[src/rtl/cache_pkg.sv]
// Shared types and constants for the I/D cache refill arbiter.
// Encodes arbiter states, requester identity and line geometry.
package cache_pkg;

    typedef enum logic [1:0] {
        IDLE = 2'd0,
        ADDR = 2'd1,
        DATA = 2'd2
    } arb_state_e;

    typedef enum logic {
        REQ_I = 1'b0,
        REQ_D = 1'b1
    } requester_e;

    localparam int LINE_BYTES = 64;
    localparam int WORD_BITS  = 32;

    // Clear the byte-offset bits so the captured address is always line aligned.
    function automatic logic [WORD_BITS-1:0] line_align(input logic [WORD_BITS-1:0] addr);
        return addr & ~WORD_BITS'(LINE_BYTES - 1);
    endfunction

endpackage

[src/rtl/arb_pick.sv]
// Two-way grant selector between the I-side and D-side refill requests.
// Round-robin favours the side that was not served last; fixed mode favours D.
module arb_pick
    import cache_pkg::*;
#(
    parameter bit RR_EN = 1'b1
) (
    input  logic       req_i,
    input  logic       req_d,
    input  requester_e rr_last,
    output requester_e winner
);

    always_comb begin
        winner = REQ_I;
        if (req_i && req_d) begin
            if (RR_EN) begin
                winner = (rr_last == REQ_D) ? REQ_I : REQ_D;
            end else begin
                winner = REQ_D;
            end
        end else if (req_d) begin
            winner = REQ_D;
        end
    end

endmodule

[src/rtl/cache_refill_arbiter.sv]
// Shares one MMU burst-read channel between the I-cache and D-cache refill engines.
// One burst in flight; beats are routed back only to the granted owner.
module cache_refill_arbiter
    import cache_pkg::*;
#(
    parameter int BURST_LEN = 16,
    parameter bit RR_EN     = 1'b1
) (
    input  logic                 clk,
    input  logic                 rst,
    input  logic                 inst_read_req,
    input  logic [WORD_BITS-1:0] inst_addr_mmu,
    output logic                 inst_addr_ok,
    output logic [WORD_BITS-1:0] inst_read_data,
    output logic                 inst_mmu_valid,
    output logic                 inst_mmu_last,
    input  logic                 data_read_req,
    input  logic [WORD_BITS-1:0] data_addr_mmu,
    output logic                 data_addr_ok,
    output logic [WORD_BITS-1:0] data_read_data,
    output logic                 data_mmu_valid,
    output logic                 data_mmu_last,
    output logic                 mem_read_req,
    output logic [WORD_BITS-1:0] mem_addr,
    input  logic                 mem_addr_ok,
    input  logic [WORD_BITS-1:0] mem_read_data,
    input  logic                 mem_valid,
    input  logic                 mem_last,
    output logic                 burst_err
);

    localparam int CNT_W = (BURST_LEN > 1) ? $clog2(BURST_LEN) : 1;
    localparam logic [CNT_W-1:0] LAST_BEAT = CNT_W'(BURST_LEN - 1);

    arb_state_e           state_q, state_d;
    requester_e           owner_q, owner_d;
    requester_e           rr_last_q, rr_last_d;
    requester_e           winner;
    logic [CNT_W-1:0]     beat_cnt_q, beat_cnt_d;
    logic [WORD_BITS-1:0] addr_q, addr_d;
    logic                 orphan_q, orphan_d;
    logic                 burst_err_q, burst_err_d;
    logic                 owner_req;
    logic                 fwd_i, fwd_d;

    arb_pick #(
        .RR_EN(RR_EN)
    ) u_pick (
        .req_i  (inst_read_req),
        .req_d  (data_read_req),
        .rr_last(rr_last_q),
        .winner (winner)
    );

    always_ff @(posedge clk or posedge rst) begin
        if (rst) begin
            state_q     <= IDLE;
            owner_q     <= REQ_I;
            rr_last_q   <= REQ_D;
            beat_cnt_q  <= '0;
            addr_q      <= '0;
            orphan_q    <= 1'b0;
            burst_err_q <= 1'b0;
        end else begin
            state_q     <= state_d;
            owner_q     <= owner_d;
            rr_last_q   <= rr_last_d;
            beat_cnt_q  <= beat_cnt_d;
            addr_q      <= addr_d;
            orphan_q    <= orphan_d;
            burst_err_q <= burst_err_d;
        end
    end

    always_comb begin
        state_d      = state_q;
        owner_d      = owner_q;
        rr_last_d    = rr_last_q;
        beat_cnt_d   = beat_cnt_q;
        addr_d       = addr_q;
        orphan_d     = orphan_q;
        burst_err_d  = burst_err_q;
        mem_read_req = 1'b0;
        inst_addr_ok = 1'b0;
        data_addr_ok = 1'b0;
        fwd_i        = 1'b0;
        fwd_d        = 1'b0;
        owner_req    = (owner_q == REQ_I) ? inst_read_req : data_read_req;

        case (state_q)
            IDLE: begin
                if (inst_read_req || data_read_req) begin
                    owner_d = winner;
                    addr_d  = line_align((winner == REQ_I) ? inst_addr_mmu : data_addr_mmu);
                    state_d = ADDR;
                end
            end
            ADDR: begin
                // Committed: the MMU keeps seeing the request even if the owner withdraws.
                mem_read_req = 1'b1;
                if (mem_addr_ok) begin
                    inst_addr_ok = owner_req && (owner_q == REQ_I);
                    data_addr_ok = owner_req && (owner_q == REQ_D);
                    orphan_d     = !owner_req;
                    beat_cnt_d   = '0;
                    state_d      = DATA;
                end
            end
            DATA: begin
                fwd_i = !orphan_q && (owner_q == REQ_I);
                fwd_d = !orphan_q && (owner_q == REQ_D);
                if (mem_valid) begin
                    if (beat_cnt_q != LAST_BEAT) begin
                        beat_cnt_d = beat_cnt_q + CNT_W'(1);
                    end
                    // Flags both an early last and a missing last at the final beat.
                    if (mem_last != (beat_cnt_q == LAST_BEAT)) begin
                        burst_err_d = 1'b1;
                    end
                    if (mem_last) begin
                        rr_last_d = owner_q;
                        state_d   = IDLE;
                    end
                end
            end
            default: begin
                state_d = IDLE;
            end
        endcase
    end

    assign mem_addr       = (state_q == ADDR) ? addr_q : '0;
    assign inst_read_data = fwd_i ? mem_read_data : '0;
    assign inst_mmu_valid = fwd_i && mem_valid;
    assign inst_mmu_last  = fwd_i && mem_last;
    assign data_read_data = fwd_d ? mem_read_data : '0;
    assign data_mmu_valid = fwd_d && mem_valid;
    assign data_mmu_last  = fwd_d && mem_last;
    assign burst_err      = burst_err_q;

endmodule

[config.mk]
export PLATFORM = sky130hd
export DESIGN_NAME = cache_refill_arbiter
export DESIGN_NICKNAME = d
export VERILOG_FILES = /design/src/rtl/cache_pkg.sv /design/src/rtl/arb_pick.sv /design/src/rtl/cache_refill_arbiter.sv
export SDC_FILE = /design/constraint.sdc
export NUM_CORES = 1
export LEC_CHECK = 0
export CELL_PAD_IN_SITES_DETAIL_PLACEMENT = 1
export CELL_PAD_IN_SITES_GLOBAL_PLACEMENT = 1
export CORE_AREA = 2 2 80 82
export DETAILED_ROUTE_END_ITERATION = 12
export DIE_AREA = 0 0 82 84
export DONT_BUFFER_PORTS = 1
export PLACE_DENSITY = 0.89
export RECOVER_POWER = 25
export SETUP_SLACK_MARGIN = 0.2
export SLEW_MARGIN = 20
export SYNTH_ARGS = -nofsm -noshare
export SYNTH_HDL_FRONTEND = slang
export SYNTH_HIERARCHICAL = 1
export SYNTH_SLANG_ARGS = --single-unit
export TNS_END_PERCENT = 20
[constraint.sdc]
create_clock -name clk -period 4.8 [get_ports clk]
set_clock_uncertainty 0.2 [all_clocks]
set_input_delay 0 -clock clk [delete_from_list [all_inputs] [get_ports clk]]
set_output_delay 0 -clock clk [all_outputs]
set_load 0.05 [all_outputs]
==> impl_metrics.csv <==
group,metric,value,unit
synthesis,yosysWarnings,6,
synthesis,ys_top_cells_by_area,"dfrtp_1 (34%), mux2_2 (23%), and2_1 (15%), and2_2 (8.7%), buf_4 (1.7%)",
synthesis,synth-seq-area-share,0.348,
cts,cts_resized,0,
synthesis,synth-seq-cells,36,
power,p_clk_frac,0.109,
cts,cts_buffers,5,
finish,fin_area,3330,um2
cts,insertion_delay,0.30,ns
finish,multi_input_comb_area,1540,um2
detailed_routing,drtPass1Iterations,4,
synthesis,synthCells,256,
critical_path,crit_fanout,27,
finish,n_fill_cell,661,
cts,cts.sinks,36,
timing,setup_violations,0,
placed_design,place_hpwl,5.44,mm
global_route,globalRouteTotalUtil,0.275,
power,leakage,1.40,nW
synthesis,yosysUniqueCellTypes,34,
cts,cts-root-buf,"clkbuf_8",
cts,clkTransAtPathRegs,0.09,ns
die,io_pins,207,
timing,worst_pin_slew,2.06,ns
critical_path,crit_path_end_kind,"flop",
synthesis,synthesis.area,2590,um2
timing,maxSlewHeadroom,-0.373,
cts,cts_buffer_depth,2,
die,die_w,82,um
status,status,"complete, but fails checks",
die,row_count,29,
power,p_sw,1.26,mW
synthesis,syn_area_per_cell,10.1,um2
timing,fin_crit_sh,0.610,
finish,area_growth,28.5,%
power,p_int,969,uW
synthesis,synth_top_cell_by_area,"dfrtp_1",
global_route,antenna_found_initial,4,
timing,fin_crit,2.93,ns
global_route,grt_pass1_vias,2347,
finish,regArea,902,um2
global_route,grt_pass1_wl,13.6,mm
global_route,met1_usage,0.282,
global_route,grt_util_met3,0.102,
power,ir_worst_vdd,406,uV
finish,drive_gt1_frac,0.318,
die,dieArea,6890,um2
status,violations,"capacitance limit, slew limit",
timing,rsz0062_at_grt,"no",
timing,timing.final.hold_violations,0,
cts,post_cts_buffers,0,
die,floorplan.initialDensity,0.425,
detailed_routing,post_drt_wl_per_cell,24.2,um
finish,nets,417,
power,sw_frac_of_total,0.565,
timing,final.setup.tns,0,ns
power,cellPowerDensity,668,nW/um2
cts,cts_max_level,2,
min_path,hold_path.class,"primary input to primary output",
synthesis,synth.most_common_cell,"and2_1",
placed_design,io_buffers,0,
detailed_routing,avgViaCountPerCell,5.55,
timing,report.final.slew_viol_count,64,
detailed_routing,post-route-drc-count,0,
critical_path,path_class,"flop to flop",
critical_path,crit_arrival,2.92,ns
global_route,grt_use_met2,0.507,
global_route,gr-total-overflow,0,
placed_design,post_dp_cell_area,2620,um2
global_route,top_usage_layer,"met2",
synthesis,synth_flop_cell,"dfrtp_1",
cts,cts_tree,"done",
power,seqPwrFrac,0.278,
die,die_y,84,um
synthesis,synthArstFlopShare,1.00,
critical_path,crit_path_start_kind,"flop",
timing,fmax,342,MHz
run,maxCapViolCount,2,
global_route,grt_max_degree,37,
die,core,6100,um2
power,pwr-share-comb,0.613,
synthesis,synth_enable_flop_cells,0,
detailed_routing,ant_nets,0,
synthesis,yosys.area.top_type_share,0.338,
finish,finalNonFillerCells,397,
placed_design,gp_congestion,0.747,
detailed_routing,first_iter_violations,73,
synthesis,synth_common_cells,"and2_1 (64), mux2_2 (53), dfrtp_1 (35), and2_2 (30), inv_1 (9)",
placed_design,dp_cells,321,
critical_path,cp.required,4.79,ns
detailed_routing,vias,2204,
detailed_routing,drt-total-wl,9.60,mm
-- layout make-up --
cell class | count | area share
timing repair buffer | 67 | 0.196
clock inverter | 1 | 0.00225
antenna | 6 | 0.00451
sequential | 36 | 0.271
clock buffer | 7 | 0.0259
multi-input combinational | 194 | 0.461
tap | 77 | 0.0289
inverter | 9 | 0.0101
-- path summary, 6_finish.rpt --
path	start	to	slack, ns	depth (start not counted)
min in group asynchronous	rst	addr_q[29]	0.71	3
hold / removal	inst_read_req	inst_addr_ok	0.008	2
max in group asynchronous	rst	orphan_q	2.51	3
setup reg to reg	rr_last_q	addr_q[26]	1.87	6
hold reg to reg	addr_q[21]	addr_q[21]	0.30	1
setup / recovery	rr_last_q	addr_q[26]	1.87	6
-- routing by layer --
metal  wire length [um]  up-vias  part of all wire
met5                 13        -            0.0014
met4                163        2             0.017
met3                949       18             0.099
met2               5130      147              0.53
met1               3340     1078              0.35
li1                   -      959                 -
-- placed cells by master, fill, tap and decap left out, drive strengths merged --
cell type    instances
and2                94
dlygate4sd3         61
mux2                53
dfrtp               35
inv                  9
clkbuf               9
diode                6
nand2                6
conb                 6
o21ai                4
nor2                 4
buf                  4
nand3                3
nand3b               2
o211ai               2
or3                  2
o311ai               2
nor4                 2
nor3                 2
a21o                 1
and3                 1
mux2i                1
nand2b               1
a2111oi              1
a21oi                1
a211oi               1
xnor2                1
o21bai               1
o31ai                1
ha                   1
clkinvlp             1
dfstp                1
a21boi               1
-- critical path, stage by stage, from the launching register on --
cell	delay, ns
dfstp_2	0.39
a21boi_2	0.11
buf_4	0.36
mux2_2	0.38
dlygate4sd3_1	0.56
mux2_2	0.26
dlygate4sd3_1	0.56
-- registers in the layout, summed over array words and instances, names as in the netlist --
signal / flops
state_q: 2
owner_q: 1
orphan_q: 1
rr_last_q: 1
burst_err: 1
beat_cnt_q: 4
addr_q: 26
-- power groups by stage --
stage | Sequential [mW] | Clock (mW) | Combinational, mW
floorplan | 0.539 | 0 | 1.18
global placement | 0.583 | 0 | 1.22
detailed placement | 0.596 | 0 | 1.24
CTS | 0.593 | 0.233 | 1.32
global route | 0.634 | 0.251 | 1.43
finish | 0.618 | 0.243 | 1.36
-- per-stage QoR --
step / utilization / power [mW] / setup WS (ns) / hold slack, ns
detailed placement: 0.429 / 1.84 / 2.35 / -0.165
global route: 0.544 / 2.32 / 1.75 / 0.0324
CTS: 0.545 / 2.15 / 1.91 / 0.00148
finish: 0.546 / 2.23 / 1.87 / 0.00752
global placement: 0.429 / 1.80 / 2.49 / -0.167
floorplan: - / 1.72 / 2.80 / -0.0802
-- timing repair --
| item | CTS | global route |
|---|---|---|
| setup endpoints to repair | 0 | 0 |
| hold endpoints to repair | 72 | 0 |
| hold buffers | 61 | 0 |
-- cells by family after synthesis --
| group | after synthesis | share of synthesized area |
|---|---|---|
| DFF | 36 | 0.348 |
| AOI/OAI and AO/OA | 15 | 0.0415 |
| and+or+nand+nor | 117 | 0.302 |
| other | 1 | 0.00145 |
| xor gates and xnor gates | 1 | 0.00338 |
| muxes | 54 | 0.234 |
| adders and majority gates | 1 | 0.00483 |
| buffers and inverters | 31 | 0.0647 |
No activity file was read; power rests on OpenSTA's default activity.
